==> src/rtl/eth_frame_write_func.sv <==
// Ethernet frame writer: latches a header and payload length on start, hands the header
// to eth_axis_tx, then streams payload beats with optional zero padding and a done pulse.
module eth_frame_write_func #(
  parameter int unsigned DATA_WIDTH = 8,
  parameter int unsigned LEN_WIDTH  = 16,
  parameter int unsigned PAD_EN     = 1,
  parameter int unsigned MIN_LEN    = 46
) (
  input  logic                      clk,
  input  logic                      rst,
  input  logic                      start,
  output logic                      ready,
  input  logic [47:0]               dest_mac,
  input  logic [47:0]               src_mac,
  input  logic [15:0]               eth_type,
  input  logic [LEN_WIDTH-1:0]      payload_len,
  input  logic [DATA_WIDTH-1:0]     in_tdata,
  input  logic                      in_tvalid,
  input  logic                      in_tuser,
  output logic                      in_tready,
  input  logic                      tx_busy,
  output logic                      tx_s_eth_hdr_valid,
  input  logic                      tx_s_eth_hdr_ready,
  output logic [47:0]               tx_s_eth_dest_mac,
  output logic [47:0]               tx_s_eth_src_mac,
  output logic [15:0]               tx_s_eth_type,
  output logic [DATA_WIDTH-1:0]     tx_s_eth_payload_axis_tdata,
  output logic [DATA_WIDTH/8-1:0]   tx_s_eth_payload_axis_tkeep,
  output logic                      tx_s_eth_payload_axis_tvalid,
  input  logic                      tx_s_eth_payload_axis_tready,
  output logic                      tx_s_eth_payload_axis_tlast,
  output logic                      tx_s_eth_payload_axis_tuser,
  output logic                      valid
);

  localparam int unsigned BYTES = DATA_WIDTH / 8;
  localparam logic [LEN_WIDTH-1:0] BYTES_L = LEN_WIDTH'(BYTES);
  localparam logic [LEN_WIDTH-1:0] FLOOR_L = (PAD_EN != 0) ? LEN_WIDTH'(MIN_LEN) : LEN_WIDTH'(1);

  typedef enum logic [1:0] {S_IDLE, S_HDR, S_PAYLOAD, S_DONE} state_e;

  state_e                state_q;
  logic                  hdr_valid_q;
  logic [47:0]           dest_q;
  logic [47:0]           src_q;
  logic [15:0]           type_q;
  logic [LEN_WIDTH-1:0]  real_rem_q;
  logic [LEN_WIDTH-1:0]  el_rem_q;
  logic                  err_q;
  logic [DATA_WIDTH-1:0] tdata_q;
  logic [BYTES-1:0]      tkeep_q;
  logic                  tvalid_q;
  logic                  tlast_q;
  logic                  tuser_q;
  logic                  valid_q;

  logic                  hdr_fire;
  logic                  slot_free;
  logic                  load_win;
  logic                  is_real;
  logic                  is_last;
  logic                  load;
  logic                  beat_err;
  logic [DATA_WIDTH-1:0] beat_data_d;
  logic [BYTES-1:0]      beat_keep_d;
  logic [LEN_WIDTH-1:0]  real_rem_d;
  logic [LEN_WIDTH-1:0]  el_rem_d;
  logic [LEN_WIDTH-1:0]  el_start;

  // Beat formation. real_rem/el_rem count real and effective bytes still to send; the
  // header handshake cycle doubles as the first load slot so beat 0 follows it directly.
  always_comb begin
    hdr_fire    = hdr_valid_q && tx_s_eth_hdr_ready;
    slot_free   = !tvalid_q || tx_s_eth_payload_axis_tready;
    load_win    = ((state_q == S_PAYLOAD) || ((state_q == S_HDR) && hdr_fire))
                  && slot_free && (el_rem_q != '0);
    is_real     = (real_rem_q != '0);
    is_last     = (el_rem_q <= BYTES_L);
    in_tready   = load_win && is_real;
    load        = load_win && (!is_real || in_tvalid);
    beat_err    = err_q || (in_tready && in_tvalid && in_tuser);
    real_rem_d  = (real_rem_q > BYTES_L) ? (real_rem_q - BYTES_L) : '0;
    el_rem_d    = is_last ? '0 : (el_rem_q - BYTES_L);
    el_start    = (payload_len > FLOOR_L) ? payload_len : FLOOR_L;
    beat_data_d = '0;
    beat_keep_d = '0;
    for (int unsigned b = 0; b < BYTES; b++) begin
      beat_data_d[8*b +: 8] = (is_real && (LEN_WIDTH'(b) < real_rem_q)) ? in_tdata[8*b +: 8] : 8'h00;
      beat_keep_d[b]        = !is_last || (LEN_WIDTH'(b) < el_rem_q);
    end
  end

  always_ff @(posedge clk or posedge rst) begin
    if (rst) begin
      state_q     <= S_IDLE;
      hdr_valid_q <= 1'b0;
      dest_q      <= '0;
      src_q       <= '0;
      type_q      <= '0;
      real_rem_q  <= '0;
      el_rem_q    <= '0;
      err_q       <= 1'b0;
      tdata_q     <= '0;
      tkeep_q     <= '0;
      tvalid_q    <= 1'b0;
      tlast_q     <= 1'b0;
      tuser_q     <= 1'b0;
      valid_q     <= 1'b0;
    end else begin
      valid_q <= 1'b0;
      case (state_q)
        S_IDLE: begin
          if (start && !tx_busy) begin
            dest_q      <= dest_mac;
            src_q       <= src_mac;
            type_q      <= eth_type;
            real_rem_q  <= payload_len;
            el_rem_q    <= el_start;
            err_q       <= 1'b0;
            hdr_valid_q <= 1'b1;
            state_q     <= S_HDR;
          end
        end
        S_HDR: begin
          if (hdr_fire) begin
            hdr_valid_q <= 1'b0;
            state_q     <= S_PAYLOAD;
          end
        end
        S_PAYLOAD: begin
          if (tvalid_q && tx_s_eth_payload_axis_tready && tlast_q) begin
            valid_q <= 1'b1;
            state_q <= S_DONE;
          end
        end
        S_DONE:  state_q <= S_IDLE;
        default: state_q <= S_IDLE;
      endcase

      // Output register: refill on an empty or draining slot, otherwise hold until tready.
      if (load) begin
        tdata_q    <= beat_data_d;
        tkeep_q    <= beat_keep_d;
        tvalid_q   <= 1'b1;
        tlast_q    <= is_last;
        tuser_q    <= is_last && beat_err;
        err_q      <= beat_err;
        real_rem_q <= real_rem_d;
        el_rem_q   <= el_rem_d;
      end else if (tvalid_q && tx_s_eth_payload_axis_tready) begin
        tvalid_q <= 1'b0;
        tlast_q  <= 1'b0;
        tuser_q  <= 1'b0;
      end
    end
  end

  assign ready                        = (state_q == S_IDLE) && !tx_busy;
  assign tx_s_eth_hdr_valid           = hdr_valid_q;
  assign tx_s_eth_dest_mac            = dest_q;
  assign tx_s_eth_src_mac             = src_q;
  assign tx_s_eth_type                = type_q;
  assign tx_s_eth_payload_axis_tdata  = tdata_q;
  assign tx_s_eth_payload_axis_tkeep  = tkeep_q;
  assign tx_s_eth_payload_axis_tvalid = tvalid_q;
  assign tx_s_eth_payload_axis_tlast  = tlast_q;
  assign tx_s_eth_payload_axis_tuser  = tuser_q;
  assign valid                        = valid_q;

endmodule

==> config.mk <==
export PLATFORM = sky130hd
export DESIGN_NAME = eth_frame_write_func
export DESIGN_NICKNAME = d
export VERILOG_FILES = /design/src/rtl/eth_frame_write_func.sv
export SDC_FILE = /design/constraint.sdc
export NUM_CORES = 1
export LEC_CHECK = 0
export BUFFER_PORTS_ARGS = -buffer_cell sky130_fd_sc_hd__buf_2
export CAP_MARGIN = 20
export CORE_MARGIN = 2
export CORE_UTILIZATION = 44
export CTS_CLUSTER_SIZE = 40
export DETAILED_ROUTE_END_ITERATION = 8
export GPL_TIMING_DRIVEN = 0
export PLACE_DENSITY_LB_ADDON = 0.05
export SYNTH_ARGS = -nofsm -noshare
export SYNTH_HDL_FRONTEND = slang
export SYNTH_SLANG_ARGS = --single-unit
==> constraint.sdc <==
create_clock -name clk -period 4.4 [get_ports clk]
set_input_delay 0.44 -clock clk [delete_from_list [all_inputs] [get_ports clk]]
set_output_delay 0.44 -clock clk [all_outputs]
set_load 0.05 [all_outputs]
## Word-level counts from Yosys, hierarchy flattened

Cells that the tools add are included.

| operators by class | value |
|---|---|
| magnitude comparators | 5 |
| add/subtract/negate cells | 2 |
| eq/ne operators | 6 |
| reduce and logical (&&, ||, !) cells | 34 |
| mux-type cells | 26 |

Operators by type and width:

| kind | count |
|---|---|
| 2-to-1 mux 16 bit | 9 |
| < comparator 1 x 16 -> 1 bit, first input constant | 2 |
| nonzero test 16 bit | 2 |
| subtractor 16 x 1 -> 16 bit, second input constant | 2 |
| > comparator 16 x 1 -> 1 bit, second input constant | 1 |
| > comparator 16 x 6 -> 1 bit, second input constant | 1 |
| less-or-equal comparator 16 x 1 -> 1 bit, second input constant | 1 |
| logical AND 1 bit | 14 |
| 2-to-1 mux 1 bit | 11 |
| 2-to-1 mux 8 bit | 1 |
| case mux 2 bit (4 select lines) | 1 |
| nonzero test 2 bit | 4 |
| 2-to-1 mux 2 bit | 3 |
| AND reduction 3 bit | 2 |
| logical OR 1 bit | 5 |
| equality test 2 bit, second input constant | 2 |
| zero test 1 bit | 4 |
| inequality test 2 bit, second input constant | 2 |
| AND reduction 2 bit | 2 |
| equality test 2 x 1 -> 1 bit, second input constant | 1 |
| zero test 2 bit | 1 |
| inequality test 2 x 1 -> 1 bit, second input constant | 1 |
| case mux 1 bit (2 select lines) | 1 |

| storage, ports and cells | value |
|---|---|
| bits in registers | 161 |
| logic and storage cells | 87 |

## Logic depth before layout (Yosys ltp)

| logic depth | value |
|---|---|
| depth after elaboration | 11 |
| gate-level depth with buffers | 10 |
| mapped depth without buffers | 8 |

## Least setup slack after synthesis

Ideal clock, no wire load.

| path | value |
|---|---|
| kind | register to register |
| start | register el_rem_q[0] |
| end | register real_rem_q[14] |
| arrival | 2.280 ns |
| cell stages (with the launch flop) | 10 |
| path slack | 1.994 ns |
| library setup time | 0.126 ns |
| period minus slack after synthesis | 2.406 ns |
| path through | dfrtp_1 > inv_1 > ha_1 > nor4b_1 > nand3_1 > o211ai_2 > or2_2 > buf_2 > nor3_1 > a221o_1 |

| on the way | value |
|---|---|
| word-level cells in the longest chain between the ends | 5 |
| elaborated cells between the ends (all ways) | 7 |
| those cells by class | 1 x mux; 6 x reduce/logical |

RTL lines:

| element | line | RTL |
|---|---|---|
| start, declared | 48 | `logic [LEN_WIDTH-1:0] el_rem_q;` |
| start signal, assigned | 118 | `el_rem_q <= el_start;` |
| start signal, assigned | 149 | `el_rem_q <= el_rem_d;` |
| nonzero test 16 bit (*) | 76 | `&& slot_free && (el_rem_q != '0);` |
| logical AND 1 bit (*) | 76 |  |
| logical AND 1 bit (*) | 80 | `load = load_win && (!is_real \|\| in_tvalid);` |
| nonzero test 2 bit (no source line) | -- |  |
| AND reduction 2 bit (no source line) | -- |  |
| end signal, assigned | 117 | `real_rem_q <= payload_len;` |
| end signal, assigned | 148 | `real_rem_q <= real_rem_d;` |
| end, declared | 47 | `logic [LEN_WIDTH-1:0] real_rem_q;` |

Mark *: on every way between the ends. The rest lies on a longest branch, timed or not.
A chain may end at the register's enable or synchronous reset.

## Worst setup path after layout

| path | value |
|---|---|
| start | register el_rem_q[0] |
| end | output port in_tready |

| on the way | value |
|---|---|
| word-level cells in the longest chain between the ends | 3 |

RTL lines:

| element | line | RTL |
|---|---|---|
| nonzero test 16 bit | 76 |  |
| logical AND 1 bit | 76 |  |
| logical AND 1 bit | 79 | `in_tready = load_win && is_real;` |
| end, declared | 20 | `output logic in_tready,` |

Every way passes these cells.

==> results.md <==
- Status: complete, no violations
- Residual DRC count: 0
- Sw Share: about half
- Reported net switching power: ~4200 uW
- CP delay by family, top: simple AND/OR/NAND/NOR gates
- Startpoint types: flip-flop
- Clock tree buffer depth: 2
- Internal Pwr Total: around 4000 uW
- Syn Nets: between 900 and 1000
- Post-synthesis cell area: 6980 sq um
- Layout cell share with drive strength beyond 1: roughly 30%
- Setup tns final: 0 ps
- Combinational power share: between 50 and 60%
- Gr ovfl total: 0
- Slew @ Worst Pin: slightly below 900 ps
- Reg-to-reg slack, setup: 1280 ps
- Post-synth top area share: 57.7%
- Final worst-path cycle share: about 75%
- Drt pass-1 iters: 4
- FFs w/ async S/R, synth: 100%
- Antenna-violating nets left: 0
- Avg Synthesized Cell Area: between 8 and 9 sq um
- Final critical-path required period: 3290 ps
- Post-CTS Hold Buffers: 0
- Via density: 4.93
- Seq/Total Area, Yosys: 57.7%
- Setup Fix Bufs, Post-CTS: 0
- Fmax achieved: around 0.30 GHz
- Most common cell after layout, fill and taps aside: nand2_1
- Hold crit path type: in2async
- Slew margin rel.: between 40% and 50%
- P_leak: about 0.0050 uW
- Final Wtd Congestion: approximately 0.80
- Num rows: 46
- Netlist cell types: 62
- Most frequent cells in the layout: nand2_1 (367), buf_2 (275), dfrtp_1 (161)
- Synth area leaders: dfrtp_1 (58%), nand2_1 (20%), o21ai_0 (1.6%), clkbuf_1 (1.6%), nor2_1 (1.6%)
- CTS sink count: roughly 160
- Final wirelength: roughly 20000 microns
- First-pass GRT wire length: about 30000 microns
- RSZ-0062 raised after global routing: no
- Flop and latch count out of synthesis: roughly 160
- Core Area: about 16000 sq um
- Slowest CP cell: o21ai_1
- Final setup viols: 0
- Gr usage total: about a quarter
- Synth Warn #: 0
- Final HPWL DP: 15000 microns
- Hold Fails Final Rpt: 0
- CTS Buf Count: 17
- Largest net degree at the start of global routing: 42
- Fill cell count: between 1000 and 1500
- DR vias: ~6400
- Buffers plus inverters on the worst setup path: 2
- Flop pwr share: a little under a third
- Routed len/inst: between 15 and 20 microns
- Setup Skew: 12.3 ps
- Height of the die: roughly 130 microns
- I/O Pins: 272
- Setup WS pre-CTS: 1350 ps
- Initial detailed-routing violation count: 342
- Mapped Cells: 778
- Count of buffers from port buffering: ~270
- Crit path max fanout: 8
- Clock latency on the worst-skew pair: between 400 and 500 ps
- Cts repair resizes: 0
- Endpoint class of the critical path: output pin
- Max VDD drop: about 0.50 mV
- Vias in the first global route: a little under 6000
- Die X: approximately 130 microns
- CTS tree: built
- Dominant cell type by area after synthesis: dfrtp_1
- Final WS setup: 1110 ps
- Critical-path cell list: inv_1, ha_1, nor4b_1, nand3_1, o21ai_1, nor2_1, buf_2
- Initial core utilization: 44.4%
- Clock root buffer: clkbuf_16
- Clock-pin slew on the worst setup and hold paths: 70 ps
- Nets@finish: between 1000 and 1500
- Max-cap violations: 0
- Post-synth EDFFs: 0
- DIE AREA: 16900 sq um
- Max Slew Vio Count: 0
- Initial antenna violation count: 0
- Area Overhead vs Synth: 32.9%
- Prevailing post-synth register cell: dfrtp_1
- Slowest stage delay, CP: 510 ps
- CP arrival: about 2900 ps
- Clock share of power: between 10% and 20%
- P per Cell Area: 878 nW/um^2
- Setup CP Type: reg2out
- Htree depth: 4
- Worst EP required: 3960 ps
[area by class of cell]
type | count | area [sq um] | share of cell area [%]
plain buffers | 34 | 140 | 1.51
clock buffers | 17 | 425 | 4.59
well taps | 216 | 270 | 2.91
diodes | 1 | 2.50 | 0.0270
multi-input cells | 569 | 2760 | 29.7
clock inverters | 15 | 153 | 1.65
repair buffers | 276 | 1440 | 15.5
flip-flops and latches | 161 | 4030 | 43.4
inverters | 14 | 56.3 | 0.607
[layer usage]
layer / vias to the layer above / share of wire [%] / GRT usage (%)
li1: 3168 / - / -
met1: 3038 / 42 / 30.2
met2: 199 / 50 / 39.2
met3: 20 / 6.5 / 8.28
met4: 0 / 1.2 / 7.15
met5: - / 0 / 0
[final timing paths]
check / from / to / depth (start not counted)
min reg2reg: tx_s_eth_dest_mac[2] / tx_s_eth_dest_mac[2] / 2
min: rst / tx_s_eth_dest_mac[10] / 2
max: el_rem_q[0] / in_tready / 7
max in group asynchronous: rst / tx_s_eth_src_mac[4] / 4
max reg2reg: el_rem_q[0] / real_rem_q[5] / 10
min in group clk: src_mac[21] / tx_s_eth_src_mac[21] / 3
[Yosys cell counts, types with 2 or more instances]
cell type and count:
inv_1 14, or4_1 2, or2_2 2, a221o_1 8, nor3_1 13, a21boi_0 3, a21oi_1 11, nor3b_1 6
a21o_1 3, nand2_1 367, nor2_1 29, dfrtp_1 161, a22o_1 9, o221ai_1 2, clkbuf_1 29, o21ai_1 2
o311ai_0 7, o21ai_0 23, o22ai_1 4, nand3_1 14, o31a_1 2, or3_1 2, nand2b_1 2, nor4_1 7
nor4b_1 4, ha_1 7, o21bai_1 2, o211ai_1 5, nor4_2 2, buf_2 4
[state kept, by name, indices dropped and copies added (netlist names)]
register                      flops
err_q                             1
tx_s_eth_type                    16
tx_s_eth_src_mac                 48
tx_s_eth_payload_axis_tlast       1
tx_s_eth_payload_axis_tvalid      1
tx_s_eth_dest_mac                48
el_rem_q                         16
tx_s_eth_payload_axis_tdata       8
state_q                           2
valid                             1
tx_s_eth_payload_axis_tkeep       1
tx_s_eth_payload_axis_tuser       1
tx_s_eth_hdr_valid                1
real_rem_q                       16
[power by group through the flow]
stage | Combinational (uW) | Clock (uW) | Sequential (uW)
floorplan | 1230 | 0 | 4410
global placement | 4090 | 0 | 2580
detailed placement | 4140 | 0 | 2570
CTS | 4140 | 1490 | 2580
global route | 4400 | 1560 | 2670
finish | 4110 | 1450 | 2580
[cells by family (layout without fill, tap and decap cells)]
group                      Yosys count  count (layout)  synth area share [%]
DFF                                161             161                  57.7
and+or+nand+nor                    462             462                  27.8
AOI/OAI and AO/OA                   97              97                  10.1
adders and majority gates            7               7                  1.26
muxes                                1               1                 0.143
other                                0               1                     0
buffers and inverters               48             356                  2.76
xor gates and xnor gates             2               2                 0.251
[stage by stage]
stage	power, uW	instance area [sq um]	utilization (%)	hold WS (ps)	instances
after floorplan	5640	6980	-	450	778
after global placement	6670	8610	54.8	450	1265
after detailed placement	6710	8690	55.3	456	1269
after CTS	8200	9270	59.0	165	1301
after global routing	8620	9270	59.0	179	1302
final	8140	9270	59.0	156	1303
Power figures use the tool's default switching activity.
